**config.mk**
```make
export PLATFORM = sky130hd
export DESIGN_NAME = tdm_demux_1x4
export DESIGN_NICKNAME = d
export VERILOG_FILES = /design/src/rtl/tdm_demux_1x4_pkg.sv /design/src/rtl/tdm_demux_1x4_chan.sv /design/src/rtl/tdm_demux_1x4.sv
export SDC_FILE = /design/constraint.sdc
export NUM_CORES = 1
export LEC_CHECK = 0
export CAP_MARGIN = 30
export CELL_PAD_IN_SITES_DETAIL_PLACEMENT = 1
export CELL_PAD_IN_SITES_GLOBAL_PLACEMENT = 2
export CORE_MARGIN = 4
export CORE_UTILIZATION = 41
export CTS_BUF_LIST = sky130_fd_sc_hd__clkbuf_2
export CTS_CLUSTER_DIAMETER = 150
export DETAILED_ROUTE_END_ITERATION = 10
export PLACE_DENSITY = 0.85
export SYNTH_ARGS = -nofsm -noshare
export SYNTH_HDL_FRONTEND = slang
export SYNTH_SLANG_ARGS = --single-unit
export TNS_END_PERCENT = 100
```
**constraint.sdc**
```tcl
create_clock -name clk -period 3.4 [get_ports clk]
set_clock_uncertainty 0.05 [all_clocks]
set_input_delay 0.34 -clock clk [delete_from_list [all_inputs] [get_ports clk]]
set_output_delay 0.34 -clock clk [all_outputs]
set_load 0.02 [all_outputs]
```
**src/rtl/tdm_demux_1x4_pkg.sv**
```systemverilog
// Shared constants for the 1-to-4 TDM demultiplexer.
//   NUM_CH   : number of TDM slots (channels) per frame
//   SLOT_W   : width of the slot counter
//   ST_HUNT  : waiting for a frame marker (reset state)
//   ST_LOCK  : frame alignment established, slots are being routed
package tdm_demux_1x4_pkg;

    localparam int NUM_CH  = 4;
    localparam int SLOT_W  = 2;
    localparam int STATE_W = 1;

    localparam logic [STATE_W-1:0] ST_HUNT = 1'b0;
    localparam logic [STATE_W-1:0] ST_LOCK = 1'b1;

endpackage

```
**src/rtl/tdm_demux_1x4_chan.sv**
```systemverilog
// chan_sipo: serial-in / parallel-out word collector for one TDM channel.
//   clk, rst_n : clock, asynchronous active-low reset
//   clr_i      : discard the partial word
//   shift_i    : shift bit_i in at the LSB end (earliest bit ends up at the MSB)
//   bit_i      : serial data bit
//   word_o     : current WIDTH-bit word contents
module chan_sipo #(
    parameter int WIDTH = 8
) (
    input  logic             clk,
    input  logic             rst_n,
    input  logic             clr_i,
    input  logic             shift_i,
    input  logic             bit_i,
    output logic [WIDTH-1:0] word_o
);

    logic [WIDTH-1:0] word_q;

    always_ff @(posedge clk or negedge rst_n) begin
        if (!rst_n) begin
            word_q <= '0;
        end else if (clr_i) begin
            // Clear and shift together: the current bit starts a fresh word.
            word_q <= shift_i ? {{(WIDTH-1){1'b0}}, bit_i} : '0;
        end else if (shift_i) begin
            word_q <= {word_q[WIDTH-2:0], bit_i};
        end
    end

    assign word_o = word_q;

endmodule

```
**src/rtl/tdm_demux_1x4.sv**
```systemverilog
// tdm_demux_1x4: splits a 4-slot serial TDM stream into four channels.
//   clk, rst_n : clock, asynchronous active-low reset
//   en         : slot strobe; din/sync sampled only when high
//   din, sync  : serial data and frame marker (high with the slot-0 bit)
//   y0..y3     : last bit received on each channel (registered)
//   data_out   : four assembled WIDTH-bit words, channel k at [k*WIDTH +: WIDTH]
//   valid      : one-cycle pulse when data_out is reloaded
//   locked     : high while frame alignment is held
//   sync_err   : one-cycle pulse on a framing violation
module tdm_demux_1x4
    import tdm_demux_1x4_pkg::*;
#(
    parameter int WIDTH = 8
) (
    input  logic                clk,
    input  logic                rst_n,
    input  logic                en,
    input  logic                din,
    input  logic                sync,
    output logic                y0,
    output logic                y1,
    output logic                y2,
    output logic                y3,
    output logic [4*WIDTH-1:0]  data_out,
    output logic                valid,
    output logic                locked,
    output logic                sync_err
);

    localparam int FW = $clog2(WIDTH);
    localparam logic [FW-1:0] FRAME_LAST = FW'(WIDTH - 1);

    logic [STATE_W-1:0]  state_q, state_d;
    logic [SLOT_W-1:0]   slot_q, slot_d;
    logic [FW-1:0]       frame_q, frame_d;
    logic [NUM_CH-1:0]   shift;
    logic [NUM_CH-1:0]   y_q;
    logic                clr;
    logic                load;
    logic                err;
    logic [WIDTH-1:0]    word [NUM_CH];
    logic [4*WIDTH-1:0]  data_q;
    logic                valid_q;
    logic                err_q;

    always_comb begin
        state_d = state_q;
        slot_d  = slot_q;
        frame_d = frame_q;
        shift   = '0;
        clr     = 1'b0;
        load    = 1'b0;
        err     = 1'b0;
        if (en) begin
            if (state_q == ST_HUNT) begin
                if (sync) begin
                    state_d  = ST_LOCK;
                    slot_d   = 2'd1;
                    frame_d  = '0;
                    clr      = 1'b1;
                    shift[0] = 1'b1;
                end
            end else begin
                if (sync && slot_q != 2'd0) begin
                    // Early marker: realign on this bit without leaving LOCK.
                    err      = 1'b1;
                    clr      = 1'b1;
                    shift[0] = 1'b1;
                    slot_d   = 2'd1;
                    frame_d  = '0;
                end else if (!sync && slot_q == 2'd0) begin
                    // Missing marker: alignment lost, this bit is dropped.
                    err     = 1'b1;
                    clr     = 1'b1;
                    state_d = ST_HUNT;
                    slot_d  = 2'd0;
                    frame_d = '0;
                end else begin
                    shift[slot_q] = 1'b1;
                    slot_d        = slot_q + 2'd1;
                    if (slot_q == 2'd3) begin
                        if (frame_q == FRAME_LAST) begin
                            frame_d = '0;
                            load    = 1'b1;
                        end else begin
                            frame_d = frame_q + 1'b1;
                        end
                    end
                end
            end
        end
    end

    for (genvar g = 0; g < NUM_CH; g++) begin : g_chan
        chan_sipo #(.WIDTH(WIDTH)) u_chan (
            .clk     (clk),
            .rst_n   (rst_n),
            .clr_i   (clr),
            .shift_i (shift[g]),
            .bit_i   (din),
            .word_o  (word[g])
        );
    end

    always_ff @(posedge clk or negedge rst_n) begin
        if (!rst_n) begin
            state_q <= ST_HUNT;
            slot_q  <= '0;
            frame_q <= '0;
            y_q     <= '0;
            data_q  <= '0;
            valid_q <= 1'b0;
            err_q   <= 1'b0;
        end else begin
            state_q <= state_d;
            slot_q  <= slot_d;
            frame_q <= frame_d;
            valid_q <= load;
            err_q   <= err;
            // A channel's live bit follows exactly the cycles its word shifts.
            y_q     <= (y_q & ~shift) | ({NUM_CH{din}} & shift);
            if (load) begin
                // Channel 3's last bit is still on din; take it directly.
                data_q <= {word[3][WIDTH-2:0], din, word[2], word[1], word[0]};
            end
        end
    end

    assign y0       = y_q[0];
    assign y1       = y_q[1];
    assign y2       = y_q[2];
    assign y3       = y_q[3];
    assign data_out = data_q;
    assign valid    = valid_q;
    assign locked   = (state_q == ST_LOCK);
    assign sync_err = err_q;

endmodule

```
== Yosys cells after proc, flatten, opt, wreduce, memory -nomap -nowiden ==
Index checks and enable logic that the tools add are counted.

* Output and inout port bits: 39
* Register bits: 75
* Input port bits: 5

* Magnitude comparators: 2
* Bitwise gates (word level): 4
* Reduce and logical (&&, ||, !) cells: 13
* Muxes and demuxes: 46
* Add/subtract/negate cells: 2
* Equality and inequality tests: 3

{| class="wikitable"
|+ Operators with widths
! operator !! number
|-
| $mux 8 || 6
|-
| $mux 3 || 8
|-
| $mux 1 || 23
|-
| $mux 7 || 2
|-
| $reduce_bool 2->1 || 6
|-
| $and 4x4->4 || 2
|-
| $mux 2 || 4
|-
| $mux 4 || 2
|-
| $ne 4x1->1 const B || 1
|-
| $not 4->4 || 1
|-
| $or 4x4->4 || 1
|-
| $add 3x1->3 const B || 1
|-
| $eq 3x3->1 const B || 1
|-
| $logic_and 1x1->1 || 3
|-
| $lt 2x3->1 const B || 1
|-
| $reduce_and 3->1 || 1
|-
| $add 2x1->2 const B || 1
|-
| $demux 1 s2 || 1
|-
| $eq 2x2->1 const B || 1
|-
| $ge 2x1->1 const B || 1
|-
| $logic_not 2->1 || 1
|-
| $reduce_and 2->1 || 1
|-
| $logic_not 1->1 || 1
|}

== Depth between registers and ports, before layout ==
Gate-level depths: netlist (run 1).

* Depth after elaboration: 11
* Gate-level depth with buffers: 8
* Depth with buffers taken out: 7

== Modules after synthesis ==
Synthesis (run 1) repeated with hierarchy kept, for this count alone.

* Cell total of the unflattened synthesis: 237
* Area total of the unflattened synthesis: 3,204.3 sq um

{| class="wikitable"
|+ By module, submodules not included
! module !! seq. area each (sq um) !! area each (sq um) !! times used !! cells each
|-
| tdm_demux_1x4 || 1,101.1 || 1,878.1 || 1 || 129
|-
| chan_sipo || 200.2 || 331.6 || 4 || 27
|}

== Worst setup path before layout (run 1) ==
No wires, ideal clock.

* Path type: reg2reg
* Start point: register slot_q[0]
* End point: register data_q[10], in the netlist data_out[10]
* Path buffers: 1
* Data arrival time: 2.004 ns
* Setup slack: 1.221 ns
* Cell stages (with the launch flop): 9
* Required time: 3.225 ns
* Library setup time: 0.125 ns
* Cell sequence: dfrtp_1 > inv_1 > ha_1 > inv_1 > ha_1 > nand4b_2 > nor3b_4 > buf_6 > mux2_2

* Cells in the longest elaborated chain, start to end: 6
* Elaborated cells on any way between the ends: 10

{| class="wikitable"
|+ Ends and longest elaborated chain
! item !! RTL line !! RTL
|-
| start, declared || tdm_demux_1x4.sv:34 || <nowiki>logic [SLOT_W-1:0] slot_q, slot_d;</nowiki>
|-
| start signal, assigned || tdm_demux_1x4.sv:116 || <nowiki>slot_q <= slot_d;</nowiki>
|-
| $eq 2x2->1 or $logic_not 2->1 (tied branches) || tdm_demux_1x4.sv:81, tdm_demux_1x4.sv:71 ||
|-
| $mux 1 or $logic_and 1x1->1 (tied branches) || tdm_demux_1x4.sv:81, tdm_demux_1x4.sv:71 ||
|-
| $mux 1 || tdm_demux_1x4.sv:71 || <nowiki>end else if (!sync && slot_q == 2'd0) begin</nowiki>
|-
| $mux 1 * || tdm_demux_1x4.sv:64 || <nowiki>if (sync && slot_q != 2'd0) begin</nowiki>
|-
| $mux 1 * || tdm_demux_1x4.sv:55 || <nowiki>if (state_q == ST_HUNT) begin</nowiki>
|-
| $mux 1 * || tdm_demux_1x4.sv:54 || <nowiki>if (en) begin</nowiki>
|-
| end signal, assigned || tdm_demux_1x4.sv:124 || <nowiki>data_q <= {word[3][WIDTH-2:0], din, word[2], word[1], word[0]};</nowiki>
|-
| end, declared || tdm_demux_1x4.sv:42 || <nowiki>logic [4*WIDTH-1:0] data_q;</nowiki>
|}

Every way passes the cells marked *; elsewhere a longest branch is shown, timed or not.
A chain may end at the register's enable or synchronous reset.

== Final worst setup path (run 1) ==
* Start point: register slot_q[0]
* End point: register data_q[9], in the netlist data_out[9]

The elaborated chain is that of the path after synthesis.

==> results of run 1 <==
how the worst min path moves through the flow:
stage                      startpoint          end  slack [ps]  cells after the start
after floorplan                 rst_n    async pin          -6                      0
after global placement    data_out[4]  data_out[4]         420                      1
after detailed placement  data_out[4]  data_out[4]         430                      1
after CTS                       rst_n  data_out[4]         450                      2
after global routing            rst_n     sync_err          30                      2
final                           rst_n     sync_err          90                      2
routing by layer:
layer | wire [µm] | track usage [%] | up-vias
met5 | 0 | 0 | -
met4 | 128 | 6.25 | 0
met3 | 171 | 3.90 | 9
met2 | 3060 | 25.1 | 27
met1 | 2910 | 21.0 | 1054
li1 | - | - | 958
what timing repair did:
item,4_1_cts,5_1_grt
hold endpoints to repair,75,0
hold buffers,1,0
gates resized for setup,0,0
setup endpoints to repair,0,0
synthesized netlist by cell type (all sizes together):
master | n | area [µm²]
a21boi | 1 | 7.51
a21oi | 16 | 80.1
a22o | 7 | 61.3
a31oi | 4 | 25.0
and2b | 1 | 7.51
and4b | 2 | 20.0
buf | 7 | 53.8
clkbuf | 3 | 11.3
dfrtp | 75 | 1880
ha | 9 | 113
inv | 5 | 18.8
mux2 | 32 | 360
mux2i | 6 | 60.1
nand2 | 49 | 184
nand2b | 1 | 6.26
nand3 | 1 | 5.00
nand4b | 3 | 32.5
nor2 | 9 | 33.8
nor2b | 4 | 25.0
nor3b | 1 | 18.8
o211ai | 1 | 7.51
o21a | 1 | 7.51
o21ai | 10 | 50.1
o22ai | 1 | 6.26
registers in the layout (all words and copies together), names as in the netlist, named ones only:
signal	flops
data_out	32
g_chan.u_chan.word_o	31
frame_q	3
slot_q	2
locked	1
sync_err	1
valid	1
power groups by stage:
| stage | Clock (mW) | Sequential (mW) | Combinational (mW) |
|---|---|---|---|
| final | 0.616 | 1.04 | 0.418 |
| after global placement | 0 | 1.05 | 0.409 |
| after global routing | 0.685 | 1.06 | 0.472 |
| after CTS | 0.636 | 1.04 | 0.423 |
| after floorplan | 0 | 1.06 | 0.245 |
| after detailed placement | 0 | 1.06 | 0.419 |
area by class of cell:
| class | count | area (µm²) | area share, % |
|---|---|---|---|
| clock buffer | 10 | 50.0 | 1.32 |
| clock inverter | 5 | 103 | 2.71 |
| inverter | 5 | 18.8 | 0.495 |
| multi-input combinational | 159 | 1110 | 29.4 |
| sequential | 75 | 1880 | 49.5 |
| tap | 99 | 124 | 3.27 |
| timing repair buffer | 50 | 503 | 13.3 |
metrics by stage:
stage	instance area [µm²]	std cells	power [mW]	hold slack [ps]
3_5_place_dp	3600	386	1.48	434
5_1_grt	3790	403	2.21	33.9
2_1_floorplan	3070	249	1.30	-5.59
6_report	3790	403	2.07	92.1
4_1_cts	3760	402	2.10	450
3_3_place_gp	3600	386	1.46	420
cell families after synthesis:
family	Yosys count	share of synthesized area, %
AOI/OAI and AO/OA	41	7.98
buffers and inverters	15	2.73
DFF	75	61.1
and+or+nand+nor	71	10.8
muxes	38	13.7
adders and majority gates	9	3.67
==> flow_results.org, run 1 <==
** Run status
- Result of the run :: completed

** Setup path
- Setup crit start kind :: register
- Tracing the worst setup path back leads to its startpoint at slot_q[0].
- In this run the critical register-to-register path is captured at data_out[9].
- Critical path class :: register to register
- For this run, the slowest stage of the critical path takes between 400 and 500 ps.
- Number of buffer and inverter stages on the critical path :: 3
- R2r startpoint :: slot_q[0]
- Max FO, Critical Path :: 19
- For the worst setup path, the data required time is around 3700 ps.
- At the worst endpoint, the arrival time is around 2800 ps.
- The slowest stage of the critical path belongs to the cell sky130_fd_sc_hd__dfrtp_1.
- Logic depth of the worst register-to-register path :: 8
- Worst reg-to-reg setup slack :: approximately 950 ps
- Following the worst setup path forward leads to its endpoint at data_out[9].
- The critical path crosses 8 cells after its start point.
- Among cell families on the critical path, the largest total delay comes from simple AND/OR/NAND/NOR gates.
- Critical-path cell list :: inv_1 > ha_1 > inv_1 > ha_1 > nand4b_2 > nor3b_4 > buf_4 > mux2_2
- The worst setup path is captured at a register.

** Placement
- Quantity of I/O buffers inserted on ports :: between 40 and 50
- Setup slack at placement :: about 730 ps
- Summed over all nets, the half-perimeter wirelength after detailed placement is 4360 µm.
- The congestion estimate from routability-driven global placement came to 0.751.

** Pwr
- The analysis attributes to cell leakage a power of roughly 1.8 nW.
- NetSw :: between 600 and 700 µW
- Gate power share :: between 20% and 30%
- Part of the total power dissipated in the clock network :: between 20% and 30%
- Sequential Power Share :: 50.1%
- IR analysis of the VDD net gives a maximum drop of 0.223 mV.
- P per Cell Area :: 547 nW/µm²
- The internal portion of the total power is ~1.4 mW.
- Net switching is 30.5% of the power.

** Floorplan
- Horizontal die dimension :: 94.6 µm
- Die Span Y :: 94.6 µm
- The initial utilization of the core area, before any placement, comes to 42.3%.
- Boundary Pins :: 44
- Row count :: 31
- The total area inside the core boundary comes to ~7300 µm².
- The floorplan step defined a die boundary enclosing 8940 µm².

** Timing
- Setup repair after global routing missed its margin :: no
- Setup violations remaining at the end of the flow were counted as 0.
- At the pin with the least slew margin, the transition time is roughly 880 ps.
- Sum of negative setup slack :: 0 ps
- Final Worst Setup Slack :: 954 ps
- Max Clk Rate :: roughly 410 MHz
- Final-report max-slew violation count :: 0
- Worst slew slack as a fraction of its limit :: about two fifths
- Final worst path period share :: 71.9%
- Final worst path period need :: 2450 ps
- The total count of hold-check failures in the final report came to 0.

** Synth
- The number of different library cells used by synthesis comes to 28.
- A synthesized cell averages approximately 12 µm².
- Count of yosys warnings during synthesis :: 0
- Post-synthesis instance area :: 3070 µm²
- After synthesis the netlist holds a flip-flop and latch count of 75.
- Synth Instances :: approximately 250
- For this run, the register share of the synthesized area comes to between 60% and 70%.
- The number of nets handed over by synthesis was 263.

** Layout
- Top library cells by usage in the layout, fill and taps aside :: 75 x sky130_fd_sc_hd__dfrtp_1, 49 x sky130_fd_sc_hd__nand2_1, 42 x sky130_fd_sc_hd__clkdlybuf4s50_1
- After filler insertion, the fill cell instance count of the layout stands at approximately 800.
- Growth of design area from synthesis to finish :: 23.4%
- Leaving out fill and tap cells, the most frequent cell in the layout is sky130_fd_sc_hd__dfrtp_1.
- At the end of the flow the core is filled with cells to between 50% and 60%.
- Share of cells above drive strength 1 :: about 17%
- The number of antenna diodes in the final layout is 0.
- In the final design database the tool counted between 300 and 400 nets.

** Drt
- Wire length reported by the detailed router :: about 6300 µm
- Initial drt markers :: 72
- In the final routed layout, each cell accounts on average for around 16 µm.
- Using the TritonRoute via totals, the vias-per-cell ratio works out to 5.08.
- For this block, the via count after detailed routing is about 2000.
- After detailed routing, the number of remaining DRC violations is 0.
- First-pass iteration count of the detailed router :: 4
- Remaining number of nets flagged by the antenna check after routing :: 0

** Clocking
- Clock Pin Slew Worst Setup and Hold Paths :: between 150 and 200 ps
- Buffers inserted during clock tree synthesis total 9.
- The clock passes through at most 2 buffers.
- TritonCTS built the clock tree.
- Source-to-sink clock delay at the later pin of the worst-skew pair :: 500 ps
- Clock root buffer master :: sky130_fd_sc_hd__clkbuf_2
- Number of buffers inserted by post-CTS setup repair :: 0
- The clock drives 75 sinks.
- H-tree levels :: 3

** Global route
- Wire length of the first global-routing pass :: about 11000 µm
- Across every metal layer, demand over resource in global routing totals 15.8%.
- Vias in the first global route :: around 2200
- Antenna violations before repair :: 0
- Overflow after GRT :: 0
- Entering global routing, the biggest net connects 76 pins.

** Flow run
- Max-cap violations in this run came to 0.

** Hold path
- Worst hold-check path type :: primary input to async pin
Note: power is estimated with default switching activity, not from simulation.
==> run 2: changes to the inputs <==
--- a/config.mk
+++ b/config.mk
@@ -9,11 +9,11 @@
 export CELL_PAD_IN_SITES_DETAIL_PLACEMENT = 1
 export CELL_PAD_IN_SITES_GLOBAL_PLACEMENT = 2
 export CORE_MARGIN = 4
-export CORE_UTILIZATION = 41
+export CORE_UTILIZATION = 38
 export CTS_BUF_LIST = sky130_fd_sc_hd__clkbuf_2
 export CTS_CLUSTER_DIAMETER = 150
 export DETAILED_ROUTE_END_ITERATION = 10
-export PLACE_DENSITY = 0.85
+export PLACE_DENSITY = 0.8
 export SYNTH_ARGS = -nofsm -noshare
 export SYNTH_HDL_FRONTEND = slang
 export SYNTH_SLANG_ARGS = --single-unit
==> constraint.sdc (replaced) <==
create_clock -name clk -period 2.45 [get_ports clk]
set_clock_uncertainty 0.05 [all_clocks]
set_input_delay 0.245 -clock clk [delete_from_list [all_inputs] [get_ports clk]]
set_output_delay 0.245 -clock clk [all_outputs]
set_load 0.02 [all_outputs]
==> run 2 against run 1 <==
  * Core utilization fell by 3.2 points
  * Cell count rose by 2.2%
  * Critical path depth did not move
  * Setup slack got worse by 800 ps
  * Highest routed layer unchanged
==> flow_results.org, run 2 (synthesized netlist as in run 1, its figures left out) <==
** Run status
- Result of the run: completed (unchanged).

** Setup path
- The worst reg2reg path depth is 8 (unchanged).
- Capturing point of the worst reg2reg path :: data_out[23] (was data_out[9])
- Worst reg-to-reg setup slack :: 150 ps (was 950 ps)
- The type of element capturing the critical path is a register (unchanged).
- Critical Path Source :: slot_q[1] (was slot_q[0])
- The startpoint of the worst register-to-register path is slot_q[1] (was slot_q[0]).
- The category of the critical setup timing path is register to register (unchanged).
- The critical path required time is 2820 ps (was 3740 ps).
- Setup crit start kind :: register (unchanged)
- The data arrival time of the critical path is 2670 ps (was 2790 ps).
- Max FO, Critical Path :: 17 (was 19)
- Worst setup path endpoint :: data_out[23] (was data_out[9])

** Layout
- The fraction of layout cells with a size suffix above 1 was 18.1% (was 17.4%).
- Number of fillers in the final layout :: 830 (was 801)
- Largest register FFs :: 32 (unchanged)
- The final antenna diode count is 0 (unchanged).
- Growth of design area from synthesis to finish :: 24.7% (was 23.4%)
- Combined flip-flop and latch cell area :: 1880 µm² (unchanged)
- The leading cell type in the layout, fill and taps excluded was sky130_fd_sc_hd__dfrtp_1 (unchanged).
- Final std cell area, no fill :: 3830 µm² (was 3790 µm²)
- Area of combinational cells with multiple inputs :: 1110 µm² (unchanged)
- Top library cells by usage in the layout, fill and taps aside :: 75 x sky130_fd_sc_hd__dfrtp_1, 49 x sky130_fd_sc_hd__nand2_1, 42 x sky130_fd_sc_hd__clkdlybuf4s50_1 (unchanged)
- Net count of the finished layout :: 319 (was 314)

** Drt
- DRC violation count after routing :: 0 (unchanged)
- The number of detailed-route iterations in the first pass was 4 (unchanged).
- Remaining number of nets flagged by the antenna check after routing :: 0 (unchanged)
- The overall routed net length came to 6350 µm (was 6270 µm).
- Initial drt markers :: 35 (was 72)
- The number of vias after detailed routing is 2046 (was 2048).
- The detailed-route vias per instance came to 4.97 (was 5.08).
- The detailed-route wire length per cell was 15.4 µm (was 15.6 µm).

** Floorplan
- The number of primary I/O pins came to 44 (unchanged).
- Die Span Y :: 97.9 µm (was 94.6 µm)
- Horizontal die dimension :: 97.9 µm (was 94.6 µm)
- The core region area came to 7810 µm² (was 7250 µm²).
- The starting density of the core was 39.3% (was 42.3%).
- The floorplan die area was 9590 µm² (was 8940 µm²).
- The number of rows in the core area is 32 (was 31).

** Clocking
- The number of clock sinks seen by CTS came to 75 (unchanged).
- Clock Pin Slew Worst Setup and Hold Paths :: 210 ps (was 190 ps)
- The deepest clock path buffer count is 2 (unchanged).
- The root buffer cell was sky130_fd_sc_hd__clkbuf_2 (unchanged).
- Source-to-sink clock delay at the later pin of the worst-skew pair :: 510 ps (was 500 ps)
- Clock tree from TritonCTS :: built (unchanged)
- The number of H-tree levels came to 3 (unchanged).
- The count of cells resized by post-cts repair was 0 (unchanged).
- The number of buffers added by the clock tree synthesis step was 9 (unchanged).

** Timing
- Final Worst Setup Slack :: 150 ps (was 954 ps)
- Final-report max-slew violation count :: 0 (unchanged)
- Setup repair after global routing missed its margin :: no (unchanged)
- The count of final setup violators is 0 (unchanged).
- The total negative slack came to 0 ps (unchanged).
- The worst hold slack is 430 ps (was 92.1 ps).
- The worst slew margin relative to its limit came to 67.2% (was 41.1%).
- The total count of hold-check failures in the final report was 0 (unchanged).
- The share of the cycle needed by the critical path after routing is 93.9% (was 71.9%).
- The minimum period implied by the final worst setup slack came to 2300 ps (was 2450 ps).
- Max Clk Rate :: 435 MHz (was 409 MHz)
- The actual transition at the worst max-transition pin came to 489 ps (was 884 ps).

** Pwr
- The power per unit of standard cell area came to 722 nW/µm² (was 547 nW/µm²).
- Cell leakage power :: 1.84 nW (was 1.83 nW)
- Total power consumption of the routed design :: 2.77 mW (was 2.07 mW)
- Max rail drop VDD :: 0.354 mV (was 0.223 mV)

** Global route
- Maximum number of pins on one net before global-route repair :: 76 (unchanged)
- The overflow left after global routing is 0 (unchanged).
- Global-route total usage across every layer :: 14.5% (was 15.8%)
- The initial antenna violation count is 0 (unchanged).
- Vias in the first global route :: 2232 (was 2198)
- Wire length of the first global-routing pass :: 11200 µm (was 11000 µm)

** Placement
- The post-DP HPWL was 4260 µm (was 4360 µm).
- The number of buffers added on ports came to 43 (unchanged).
- Final Wtd Congestion :: 0.756 (was 0.751)
- The worst slack at placement came to -38.3 ps (was 734 ps).
- Placed Area :: 3660 µm² (was 3600 µm²)

** Hold path
- Worst hold-check path type :: primary input to register (was primary input to async pin)

** Flow run
- The max-cap violation count is 0 (unchanged).
run 2: cell count changes in the layout (fill, tap and decap cells not counted), sizes merged:
cell	previous run	this run
buf	7	11
bufinv	3	1
clkinv	1	3
clkbuf	10	9
clkinvlp	1	2
dlygate4sd3	1	2
inv	5	6
run 2: cell type report:
type | count | area share (%)
inverters | 5 | 0.490
flip-flops and latches | 75 | 49.0
well taps | 102 | 3.33
clock buffers | 9 | 1.18
repair buffers | 55 | 15.2
multi-input cells | 159 | 29.1
clock inverters | 7 | 1.73
run 2: worst min-delay path by stage:
| stage | startpoint | endpoint | slack (ps) | depth (start not counted) |
|---|---|---|---|---|
| global placement | rst_n | sync_err | 400 | 1 |
| detailed placement | rst_n | frame_q[2] | 410 | 1 |
| global route | din | register | 400 | 3 |
| floorplan | rst_n | async pin | -100 | 0 |
| finish | din | register | 430 | 3 |
| CTS | rst_n | frame_q[2] | 330 | 2 |
run 2: stage by stage:
stage | cells | utilization (%)
after detailed placement | 392 | 46.9
after CTS | 409 | 48.5
after global placement | 392 | 46.9
after floorplan | 249 | -
final | 412 | 49.1
after global routing | 412 | 49.1
run 2: worst max-delay path, cell delays in order (launching register included):
cell and delay (ps):
sky130_fd_sc_hd__dfrtp_1 460, sky130_fd_sc_hd__inv_1 90, sky130_fd_sc_hd__ha_1 200, sky130_fd_sc_hd__inv_1 50, sky130_fd_sc_hd__ha_1 230, sky130_fd_sc_hd__nand4b_2 260, sky130_fd_sc_hd__nor3b_4 320, sky130_fd_sc_hd__buf_12 200
sky130_fd_sc_hd__mux2_2 350
run 2: what timing repair did:
action | in CTS | in global routing
endpoints found under the setup margin | 0 | 25
buffers inserted | 0 | 1
hold buffers | 1 | 1
endpoints found under the hold margin | 75 | 2
run 2: report_power, final:
group / internal, mW / switching, mW / total [mW]
Sequential: 1.34 / 0.0741 / 1.41
Combinational: 0.272 / 0.400 / 0.672
Clock: 0.230 / 0.454 / 0.684
Total: 1.84 / 0.928 / 2.77
run 2: routing by layer:
metal	up-vias	GRT usage [%]	wire (µm)
met5	-	0	0
met4	0	5.75	98
met1	1039	19.3	3040
met2	30	22.7	3040
li1	969	-	-
met3	8	3.79	178
